$ cat src/rtl/dcm_prog.sv
// dcm_prog -- programmable tick generator.
//
// Produces two single-cycle clock-enable pulses in the clock domain:
//   clock_1 : fixed rate, one pulse every FIX_DIV cycles
//   clock_2 : programmable rate, one pulse every BASE_DIV << sel cycles
// Rate changes requested through update/prog_in are held until the next
// clock_2 period boundary, so no period is ever truncated.
//
// Ports:
//   clock     in             system clock
//   reset     in             synchronous, active-high reset
//   update    in             request to load prog_in
//   prog_in   in  [SEL_W]    requested rate selector
//   clock_1   out            fixed-rate pulse
//   clock_2   out            programmable-rate pulse
//   prog_out  out [SEL_W]    selector currently in effect
//   pending   out            a request is captured but not yet applied
//   sq_1/sq_2 out            50% square waves toggling on each pulse
//                            (present only when DCM_SQUARE_EN is defined)
//
// Optional feature macro: DCM_SQUARE_EN
//
// Rate-change FSM:
//   state   | meaning
//   ST_IDLE | no request outstanding, pending = 0
//   ST_WAIT | request held in pend_sel_q until the clock_2 wrap, pending = 1

module dcm_prog #(
   parameter int CNT_W     = 32,
   parameter int SEL_W     = 3,
   parameter int FIX_DIV   = 10_000_000,
   parameter int BASE_DIV  = 10_000_000,
   parameter int RESET_SEL = 0
) (
   input  logic             clock,
   input  logic             reset,
   input  logic             update,
   input  logic [SEL_W-1:0] prog_in,
   output logic             clock_1,
   output logic             clock_2,
   output logic [SEL_W-1:0] prog_out,
   output logic             pending
`ifdef DCM_SQUARE_EN
   ,
   output logic             sq_1,
   output logic             sq_2
`endif
);

   typedef enum logic {
      ST_IDLE = 1'b0,
      ST_WAIT = 1'b1
   } state_t;

   localparam logic [CNT_W-1:0] ONE      = CNT_W'(1);
   localparam logic [CNT_W-1:0] FIX_LAST = CNT_W'(FIX_DIV - 1);
   localparam logic [CNT_W-1:0] BASE_CNT = CNT_W'(BASE_DIV);
   localparam logic [SEL_W-1:0] RST_SEL  = SEL_W'(RESET_SEL);

   state_t           state_q;
   logic [CNT_W-1:0] cnt1_q, cnt1_d;
   logic [CNT_W-1:0] cnt2_q, cnt2_d;
   logic [CNT_W-1:0] period2, period2_last;
   logic [SEL_W-1:0] active_sel_q;
   logic [SEL_W-1:0] pend_sel_q;
   logic             clock_1_q, clock_2_q, pending_q;
   logic             wrap1, wrap2;

   // Period follows the selector in effect, so a new rate starts with the
   // first full period after the boundary at which it was applied.
   assign period2      = BASE_CNT << active_sel_q;
   assign period2_last = period2 - ONE;

   assign wrap1  = (cnt1_q == FIX_LAST);
   assign wrap2  = (cnt2_q == period2_last);
   assign cnt1_d = wrap1 ? '0 : cnt1_q + ONE;
   assign cnt2_d = wrap2 ? '0 : cnt2_q + ONE;

   always_ff @(posedge clock) begin
      if (reset) begin
         state_q      <= ST_IDLE;
         cnt1_q       <= '0;
         cnt2_q       <= '0;
         clock_1_q    <= 1'b0;
         clock_2_q    <= 1'b0;
         active_sel_q <= RST_SEL;
         pend_sel_q   <= RST_SEL;
         pending_q    <= 1'b0;
      end else begin
         cnt1_q    <= cnt1_d;
         cnt2_q    <= cnt2_d;
         clock_1_q <= wrap1;
         clock_2_q <= wrap2;
         case (state_q)
            ST_IDLE: begin
               if (wrap2) begin
                  // A request landing on the boundary is applied directly.
                  if (update) active_sel_q <= prog_in;
               end else if (update) begin
                  pend_sel_q <= prog_in;
                  pending_q  <= 1'b1;
                  state_q    <= ST_WAIT;
               end
            end
            ST_WAIT: begin
               if (wrap2) begin
                  // A request on the boundary itself overrides the held one.
                  active_sel_q <= update ? prog_in : pend_sel_q;
                  pending_q    <= 1'b0;
                  state_q      <= ST_IDLE;
               end else if (update) begin
                  pend_sel_q <= prog_in;
               end
            end
            default: begin
               pending_q <= 1'b0;
               state_q   <= ST_IDLE;
            end
         endcase
      end
   end

   assign clock_1  = clock_1_q;
   assign clock_2  = clock_2_q;
   assign prog_out = active_sel_q;
   assign pending  = pending_q;

`ifdef DCM_SQUARE_EN
   logic sq_1_q, sq_2_q;

   // Toggle on the same edge that raises the pulse; rate changes only move
   // the boundary, so sq_2 never sees a short phase.
   always_ff @(posedge clock) begin
      if (reset) begin
         sq_1_q <= 1'b0;
         sq_2_q <= 1'b0;
      end else begin
         if (wrap1) sq_1_q <= ~sq_1_q;
         if (wrap2) sq_2_q <= ~sq_2_q;
      end
   end

   assign sq_1 = sq_1_q;
   assign sq_2 = sq_2_q;
`endif

endmodule

$ cat config.mk
export PLATFORM = sky130hd
export DESIGN_NAME = dcm_prog
export DESIGN_NICKNAME = d
export VERILOG_FILES = /design/src/rtl/dcm_prog.sv
export SDC_FILE = /design/constraint.sdc
export NUM_CORES = 1
export LEC_CHECK = 0
export ABC_AREA = 1
export CAP_MARGIN = 5
export CORE_MARGIN = 4
export CORE_UTILIZATION = 55
export CTS_CLUSTER_DIAMETER = 200
export DETAILED_ROUTE_END_ITERATION = 8
export PLACE_DENSITY = 0.75
export SYNTH_ARGS = -nofsm -noshare
export SYNTH_HDL_FRONTEND = slang
export SYNTH_SLANG_ARGS = --single-unit
$ cat constraint.sdc
create_clock -name clock -period 2.8 [get_ports clock]
set_input_delay 0.28 -clock clock [delete_from_list [all_inputs] [get_ports clock]]
set_output_delay 0.28 -clock clock [all_outputs]
set_load 0.01 [all_outputs]
=== After elaboration in Yosys (flattened, before gate mapping) ===
Index checks and enable logic that the tools add are counted.

* Add/sub/neg operators: 3
* Equality and inequality tests: 6
* Shifts and indexed selects: 1
* Muxes and demuxes: 14
* Bitwise operators: 1
* Reduce and logical (&&, ||, !) cells: 4

{| class="wikitable"
|+ Operators with widths
! cell !! number
|-
| adder 32 x 1 -> 32 bit, second input constant || 2
|-
| equality test 32 x 24 -> 1 bit, second input constant || 1
|-
| equality test 32 bit || 1
|-
| << shifter 24 x 3 -> 32 bit, first input constant || 1
|-
| subtractor 32 x 1 -> 32 bit, second input constant || 1
|-
| 2-to-1 mux 3 bit || 5
|-
| 2-to-1 mux 1 bit || 6
|-
| != test 2 bit, second input constant || 3
|-
| one-hot mux 3 bit (2 select lines) || 1
|-
| AND reduction 3 bit || 2
|-
| one-hot mux 1 bit (2 select lines) || 2
|-
| OR reduction 2 bit || 2
|-
| != test 2 x 1 -> 1 bit, second input constant || 1
|-
| NOT 1 bit || 1
|}

* Register bits: 74
* Input bits: 6
* Word-level logic and storage cells: 37

=== Logic depth before layout (Yosys ltp) ===
Gate-level depths: netlist (run 1).

* Depth after elaboration: 5
* Depth in mapped cells: 18
* Mapped depth without buffers: 18

=== Worst setup path after synthesis (run 1) ===
Ideal clock, no wire load.

* Kind: flip-flop to flip-flop
* Start: reg active_sel_q[1], in the netlist prog_out[1]
* End: reg active_sel_q[1], in the netlist prog_out[1]
* Setup time: 74 ps
* Arrival time: 2683 ps
* Path slack: 43 ps
* Cell stages (with the launch flop): 15
* Period minus slack after synthesis: 2757 ps
* Cells stage by stage: dfxtp_1 inv_2 ha_1 o21ai_0 o21ai_0 nor2_1 nand2_1 nor2_1 nand3_1 nor2_1 nand4_1 ha_1 nor3_1 o21ai_0 a31oi_1

* Longest elaborated chain between the ends: 5
* Elaborated cells between the ends (all ways): 6
* Those cells by class: add/sub: 1; eq/ne: 3; shift: 1; reduce/logical: 1

{| class="wikitable"
|+ Ends and longest elaborated chain
! what !! RTL line !! source
|-
| start: declaration || 64 || <nowiki>logic [SEL_W-1:0] active_sel_q;</nowiki>
|-
| start signal: assignment || 98 || <nowiki>if (update) active_sel_q <= prog_in;</nowiki>
|-
| start signal: assignment || 108 || <nowiki>active_sel_q <= update ? prog_in : pend_sel_q;</nowiki>
|-
| << shifter 24 x 3 -> 32 bit * || 71 || <nowiki>assign period2 = BASE_CNT << active_sel_q;</nowiki>
|-
| subtractor 32 x 1 -> 32 bit * || 72 || <nowiki>assign period2_last = period2 - ONE;</nowiki>
|-
| equality test 32 bit * || 75 || <nowiki>assign wrap2 = (cnt2_q == period2_last);</nowiki>
|-
| != test 2 bit (no source line) / != test 2 x 1 -> 1 bit (equally long branches) || -- ||
|-
| AND reduction 3 bit (no source line) * || -- ||
|}

Every way passes the cells marked *; elsewhere a longest branch is shown, timed or not.
A chain may end at the register's enable or synchronous reset.

=== Worst setup path after layout (run 1) ===
* Start: reg active_sel_q[1], in the netlist prog_out[1]
* End: reg active_sel_q[0], in the netlist prog_out[0]

The elaborated chain is that of the path after synthesis.

==> results by group, run 1 <==
Status
  • Run status: finished clean

Layout
  • Final std cells w/o fill: ~840
  • Ant. Diodes: 0
  • Area Overhead vs Synth: 14.2%
  • Layout cells sized above 1: 0.115
  • Layout Nets: around 750
  • Fin area: just over 5000 µm²

Global route
  • First-pass GRT wire length: roughly 20 mm
  • Largest net degree at the start of global routing: 32
  • GRT Total Usage: 0.245
  • Overflow after GRT: 0
  • M3 GR Usage: 0.0410
  • GRT busiest layer: met2
  • M1 GR Usage: 0.313
  • Met2 Use GR: 0.412
  • Vias in the first global route: between 4k and 5k
  • Initial antenna violation count: 0

Synthesis
  • Synth Area in Adders: 0.0304
  • Number of distinct library cells after synthesis: 34
  • Xor-xnor portion of the synthesized cell area: 0.0522
  • Simple-gate share of the synthesized area: 0.437
  • Net count after synthesis: a little over 700
  • Share of flip-flops with an asynchronous set or reset: 0
  • Synth Area in Compound Gates: 0.0563
  • Mux contribution to synthesized area: 0
  • Main synth FF type: dfxtp_1
  • Mapped Area: approximately 4500 µm²
  • Sequential share of the synthesized area: 0.327
  • Post-synth top cells: nand2_1, nor2_1, inv_1, dfxtp_1, nor3_1
  • Most area-consuming cells after synthesis: dfxtp_1, nand2_1, nor2_1
  • Flops & latches, synth: 74
  • Cells after Synth: 701
  • Yosys top cell by area: dfxtp_1
  • Most numerous cell in the Yosys netlist: nand2_1
  • Area share of the largest cell type after synthesis: 0.327
  • Mean Syn Cell Area: about 6.5 µm²
  • Synth warnings: 0
  • Main combinational cell family by area after synthesis: simple AND/OR/NAND/NOR gates
  • Number of flops mapped to enable cells by yosys: 0

Pwr
  • Int Pwr: approximately 1.5 mW
  • Seq pwr share: 0.509
  • Final Total Pwr: 2.13 mW
  • Sw Pwr: about 0.62 mW
  • Combinational Power Share: 0.149
  • Clk pwr share: 0.342
  • Net Sw Frac: 0.292
  • P_leak: 1.93 nW
  • Cell Pwr Density: 411 nW/µm²
  • VDD IR max: about 0.34 mV

Place
  • Dpl cells: 818
  • Post-DP HPWL: between 9 and 10 mm
  • Port-buffer cells: 11
  • Cell Area, Placed: around 4800 µm²
  • Placer congestion estimate: 0.981

Floorplanning
  • Die Span X: 98.8 µm
  • Initial Util: 0.575
  • Core area: ~8000 µm²
  • Die area: between 9000 and 10000 µm²
  • Die Ht: ~99 µm
  • IO Count: 12
  • Rows: 32

Worst hold path
  • Hold WC Path Type: register to register
  • Hold path start: cnt1_q[0]
  • Hold path cells: 1
  • WHS Endpoint: cnt1_q[0]

Setup path
  • Critical R2R Capture: prog_out[0]
  • Arrival time at the worst endpoint: around 2.9 ns
  • CP required: 3.08 ns
  • Crit path launch: prog_out[1]
  • Start of the worst register-to-register path: prog_out[1]
  • Critical path startpoint category: register
  • R2R cell count: 15
  • Crit end category: register
  • R2R setup slack: a little under 0.2 ns
  • Crit-path max FO: 10
  • Setup Crit Path Kind: register to register

Clocking
  • Later-pin clock latency in the skew report: 0.35 ns
  • Clock slew seen by the registers of the worst setup and hold paths: 0.08 ns
  • H-Tree Depth: 3
  • TritonCTS clock tree: done
  • Clk buf depth: 2
  • Cts bufs inserted: 9
  • CTS sink cnt: 74
  • Clock root buffer: clkbuf_8

STA
  • Final setup fails: 0
  • Slew Viols, Final: 0
  • Final hold vios: 0
  • RSZ-0062 raised after global routing: no
  • Clock skew: between 0.01 and 0.015 ns
  • Tcrit/Tclk final: 0.931
  • Max Clock Freq: around 0.38 GHz
  • Worst-margin pin slew: around 0.75 ns
  • Min Clock Period, post-route: between 2 and 3 ns
  • Slew HR: 0.497

Drt
  • Initial DRC count: approximately 270
  • DR pass1 iterations: 6
  • DRC violations left: 0
  • ANT nets after route: 0
  • DR WL/cell: 14.0 µm
  • Via count: approximately 4.6k
  • Post-Route WL: 11.7 mm
  • Avg Vias per Cell: about 5.5

Flow run
  • Max-cap viol count: 0
-- cells in the final DEF, fill, tap and decap left out, types with 4 or more instances in the layout --
cell / Yosys / routed
nand2_1: 181 / 169
nor2_1: 96 / 94
inv_1: 91 / 88
dfxtp_1: 74 / 71
nor3_1: 47 / 45
nand3_1: 44 / 43
nand4_1: 27 / 27
a21oi_1: 25 / 24
xor2_1: 21 / 20
nor4_1: 13 / 13
o21ai_0: 17 / 12
nand2_2: 2 / 12
buf_4: 0 / 12
clkdlybuf4s50_1: 0 / 11
nor3b_1: 9 / 9
clkbuf_8: 0 / 9
xnor2_1: 6 / 6
ha_1: 11 / 6
or2_2: 5 / 5
inv_6: 1 / 4
-- power by group through the flow --
stage	clock [mW]	combinational [mW]	sequential, mW
2_1_floorplan	0	0.192	1.10
3_3_place_gp	0	0.272	1.10
3_5_place_dp	0	0.276	1.11
4_1_cts	0.747	0.278	1.08
5_1_grt	0.796	0.352	1.09
6_report	0.727	0.317	1.08
-- worst max-delay path, stage by stage, from the launching register on --
cell	delay, ns
dfxtp_4	0.37
buf_8	0.15
ha_4	0.17
inv_1	0.08
nand2_1	0.07
nand2_1	0.13
xor2_1	0.20
o21ai_0	0.12
nor2_1	0.11
nand3_1	0.10
nor2_1	0.11
nand4_1	0.18
ha_2	0.25
nor3_4	0.26
o21ai_1	0.11
a31oi_1	0.14
-- per-layer routing --
layer | wire length, µm | share of wire | vias to the layer above
met5 | 0 | 0 | -
met4 | 333 | 0.028 | 0
met3 | 642 | 0.055 | 33
met2 | 5570 | 0.48 | 141
met1 | 5160 | 0.44 | 2120
li1 | - | - | 2331
-- flip-flops by register name (all words and copies together), names as in the netlist --
signal,flops
cnt2_q,32
clock_2,1
pending,1
pend_sel_q,3
cnt1_q,32
clock_1,1
state_q,1
prog_out,3
-- per-stage QoR --
stage / hold slack, ns / setup slack, ns / utilization / TNS [ns]
global placement: 0.422 / 0.124 / 0.611 / 0
global route: 0.500 / 0.00468 / 0.656 / 0
floorplan: 0.349 / 0.0425 / - / 0
CTS: 0.459 / 0.0409 / 0.633 / 0
detailed placement: 0.441 / -0.0181 / 0.611 / -0.0223
finish: 0.452 / 0.194 / 0.656 / 0
-- repair_timing --
| item | 4_1_cts | 5_1_grt |
|---|---|---|
| buffers inserted | 0 | 2 |
| hold buffers | 0 | 0 |
| endpoints found under the setup margin | 3 | 33 |
| resized for setup | 1 | 53 |
| pin swaps | 0 | 9 |
-- layout make-up --
cell class | count | area (µm²)
Clock buffer | 9 | 124
Clock inverter | 6 | 42.5
Fill cell | 745 | 2710
Inverter | 94 | 368
Multi-Input combinational cell | 523 | 2760
Sequential cell | 74 | 1490
Tap cell | 102 | 128
Timing Repair Buffer | 27 | 267
-- cell families (layout without fill, tap and decap cells) --
logic type	Yosys count	in the layout
DFF	74	74
adders and majority gates	11	11
AOI/OAI and AO/OA	48	48
xor gates and xnor gates	27	27
and+or+nand+nor	437	437
buffers and inverters	104	136
-- worst max path at each step --
| stage | end |
|---|---|
| finish | prog_out[0] |
| global route | prog_out[0] |
| CTS | prog_out[2] |
| detailed placement | prog_out[2] |
| global placement | prog_out[1] |
| floorplan | prog_out[1] |
Power figures use the tool's default switching activity.
==> run 2, diff against run 1 <==
--- a/config.mk
+++ b/config.mk
@@ -11,7 +11,7 @@
 export CORE_UTILIZATION = 55
 export CTS_CLUSTER_DIAMETER = 200
 export DETAILED_ROUTE_END_ITERATION = 8
-export PLACE_DENSITY = 0.75
+export PLACE_DENSITY = 0.84
 export SYNTH_ARGS = -nofsm -noshare
 export SYNTH_HDL_FRONTEND = slang
 export SYNTH_SLANG_ARGS = --single-unit
==> run 2 against run 1 <==
  * Die area stayed put
  * Critical endpoint is now prog_out[2]
  * Wire length is 0.61% lower
  * Clock power is 20% higher
  * Combinational power hardly changed
  * Clock skew up 0.0040 ns
  * Flip-flop and latch count stayed put
  * Cell count is 0.36% lower
  * Register-to-register slack worse by 0.03 ns
  * Worst hold slack lost 0.0018 ns
  * Final area is 0.19% higher
  * Via count decreased by 0.74%
  * Maximum frequency down 1.2%
==> results by group, run 2 (synthesis gave the netlist of run 1 again) <==
Clocking
  • Clk buf depth: 2 (unchanged)
  • TritonCTS clock tree: done
  • Clock root buffer: clkbuf_8
  • Clock slew seen by the registers of the worst setup and hold paths: 0.08 ns (about the same)
  • CTS sink cnt: 74 (unchanged)
  • H-Tree Depth: 3 (unchanged)
  • Cts bufs inserted: 9 (unchanged)
  • Post-CTS Hold Buffers: 0 (unchanged)
  • Later-pin clock latency in the skew report: 0.35 ns (about the same)

Layout
  • Layout Utilization: 0.657 (+0.00127)
  • Area Overhead vs Synth: 14.4%
  • Most frequent cells in the layout: nand2_1, nor2_1, inv_1, dfxtp_1, nor3_1
  • Layout Nets: 742 (-0.54%)
  • Most common cell after layout, fill and taps aside: nand2_1
  • Ant. Diodes: 0 (unchanged)
  • Layout cells sized above 1: 0.118 (+0.00321)
  • Largest regs: cnt1_q x32, cnt2_q x32
  • Area of the multi-input gates: 2780 µm² (+0.68%)
  • Final std cells w/o fill: 832 (-0.36%)
  • Layout filler cell count: 681 (-8.6%)
  • FF/Latch Area: 1490 µm² (unchanged)

Place
  • Dpl cells: 813 (-0.61%)
  • Placer congestion estimate: 0.996 (+1.5%)
  • Port-buffer cells: 11 (unchanged)
  • Post-DP HPWL: 8.82 mm (-3.6%)

Pwr
  • Clk pwr share: 0.385 (+0.043)
  • Final Total Pwr: 2.27 mW (+6.7%)
  • Seq pwr share: 0.477 (-0.032)
  • VDD IR max: 0.266 mV (-22%)
  • Int Pwr: 1.65 mW (+9.3%)
  • Combinational Power Share: 0.138 (-0.011)
  • Sw Pwr: 0.624 mW (+0.42%)
  • Net Sw Frac: 0.275 (-0.0172)
  • P_leak: 1.93 nW (-0.18%)
  • Cell Pwr Density: 438 nW/µm² (+6.5%)

Drt
  • Avg Vias per Cell: 5.52 (-0.38%)
  • Initial DRC count: 369 (+39%)
  • DRC violations left: 0 (unchanged)
  • Post-Route WL: 11.6 mm (-0.61%)
  • DR WL/cell: 14.0 µm (-0.25%)
  • ANT nets after route: 0 (unchanged)
  • DR pass1 iterations: 5 (-1)
  • Via count: 4591 (-0.74%)

Setup path
  • Top cell family by delay on the critical path: simple AND/OR/NAND/NOR gates
  • Slowest-stage cell, CP: dfxtp_2
  • Arrival time at the worst endpoint: 2.92 ns (+0.04 ns)
  • CP Cell Sequence: inv_2 -> buf_6 -> ha_2 -> nand2_2 -> buf_6 -> nand3_2 -> nor2_4 -> nand3_1 -> inv_1 -> nor2_2 -> nand3_1 -> nor2_1 -> nand4_1 -> ha_2 -> nor3_2 -> buf_4 -> o21ai_0 -> a31oi_1
  • Critical path startpoint category: register
  • CP required: 3.08 ns (about the same)
  • CP peak stage delay: 0.33 ns (-0.04 ns)
  • CP bufs+invs: 5 (+3)
  • Crit-path max FO: 5 (-5)
  • Setup Crit Path Kind: register to register
  • R2R setup slack: 0.16 ns (-0.03 ns)
  • Crit end category: register

Global route
  • Vias in the first global route: 4314 (+1.7%)
  • GRT Total Usage: 0.241 (-0.00406)
  • Largest net degree at the start of global routing: 34 (+6.3%)
  • M1 GR Usage: 0.307 (-0.00617)
  • GRT busiest layer: met2
  • First-pass GRT wire length: 19.5 mm (-0.14%)
  • Overflow after GRT: 0 (unchanged)
  • Initial antenna violation count: 0 (unchanged)
  • M3 GR Usage: 0.0453 (+0.00425)
  • Met2 Use GR: 0.410 (-0.00258)

STA
  • Final setup fails: 0 (unchanged)
  • Setup tns final: 0 ns (unchanged)
  • Tcrit/Tclk final: 0.942 (+0.0110)
  • Min Clock Period, post-route: 2.64 ns (+0.0308 ns)
  • Slew Viols, Final: 0 (unchanged)
  • Max Clock Freq: 0.379 GHz (-1.2%)
  • Worst-margin pin slew: 0.626 ns (-0.122 ns)
  • Clock skew: 0.0146 ns (+0.00404 ns)
  • Final hold vios: 0 (unchanged)
  • Slew HR: 0.579 (+0.0824)

Floorplanning
  • Initial Util: 0.575 (unchanged)
  • Die Span X: 98.8 µm (unchanged)
  • Rows: 32 (unchanged)
  • Core area: 7890 µm² (unchanged)
  • Die Ht: 98.8 µm (unchanged)
  • Die area: 9760 µm² (unchanged)
  • IO Count: 12 (unchanged)

Status
  • Run status: finished clean

Worst hold path
  • Hold WC Path Type: register to register

Flow run
  • Max-cap viol count: 0 (unchanged)
[run 2: cell count changes in the layout (fill, tap and decap cells not counted), moves of 2 or more]
cell / previous run / this run
buf_4: 12 / 9
ha_1: 6 / 3
o21ai_0: 12 / 15
buf_12: 2 / 0
clkbuf_8: 9 / 11
ha_2: 2 / 4
nand2_1: 169 / 167
nand3_2: 2 / 4
o21ai_1: 3 / 1
[run 2: routing by layer]
| layer | vias up | share of wire |
|---|---|---|
| li1 | 2338 | - |
| met1 | 2057 | 0.43 |
| met2 | 170 | 0.48 |
| met3 | 26 | 0.064 |
| met4 | 0 | 0.023 |
| met5 | - | 0 |
[run 2: cell type report]
type	count	share of cell area
inverter	94	0.0705
multi-input combinational	523	0.535
tap	102	0.0246
clock inverter	5	0.0116
sequential	74	0.287
clock buffer	11	0.0292
timing repair buffer	23	0.0415
[run 2: final timing paths]
check                                 start     endpoint  depth (start not counted)
worst min register to register    cnt1_q[0]    cnt1_q[0]                          1
worst min-delay path              cnt1_q[0]    cnt1_q[0]                          1
worst max-delay path            prog_out[0]  prog_out[2]                         18
worst max register to register  prog_out[0]  prog_out[2]                         18
[run 2: power groups by stage]
stage	Combinational [mW]	Clock, mW	Sequential (mW)
floorplan	0.192	0	1.10
global placement	0.259	0	1.10
detailed placement	0.260	0	1.10
CTS	0.262	0.889	1.08
global route	0.344	0.934	1.09
finish	0.314	0.874	1.08
[run 2: worst reg2reg max path, stage by stage, from the launching register on]
cell and delay (ns):
dfxtp_2 0.33, inv_2 0.08, buf_6 0.14, ha_2 0.19
nand2_2 0.08, buf_6 0.15, nand3_2 0.08, nor2_4 0.05
nand3_1 0.11, inv_1 0.06, nor2_2 0.11, nand3_1 0.08
nor2_1 0.11, nand4_1 0.18, ha_2 0.26, nor3_2 0.18
buf_4 0.14, o21ai_0 0.09, a31oi_1 0.15
[run 2: timing repair]
| action | in CTS | in global routing |
|---|---|---|
| gates resized for setup | 0 | 57 |
| endpoints found under the hold margin | 0 | 0 |
| buffers inserted | 0 | 3 |
| setup endpoints to repair | 0 | 37 |
[run 2: through the flow]
stage          hold slack (ns)  area (µm²)  setup WS (ns)
2_1_floorplan            0.349        4530         0.0425
3_3_place_gp             0.425        4760         0.0890
3_5_place_dp             0.437        4760         0.0501
4_1_cts                  0.455        4970         0.0160
5_1_grt                  0.493        5180        -0.0617
6_report                 0.451        5180          0.163
==> run 3, diff against run 2 <==
--- a/config.mk
+++ b/config.mk
@@ -10,6 +10,7 @@
 export CORE_MARGIN = 4
 export CORE_UTILIZATION = 55
 export CTS_CLUSTER_DIAMETER = 200
+export CTS_CLUSTER_SIZE = 20
 export DETAILED_ROUTE_END_ITERATION = 8
 export PLACE_DENSITY = 0.84
 export SYNTH_ARGS = -nofsm -noshare
==> results of run 3 <==
No change in the layout: final DEF, timing and power equal those of run 2.
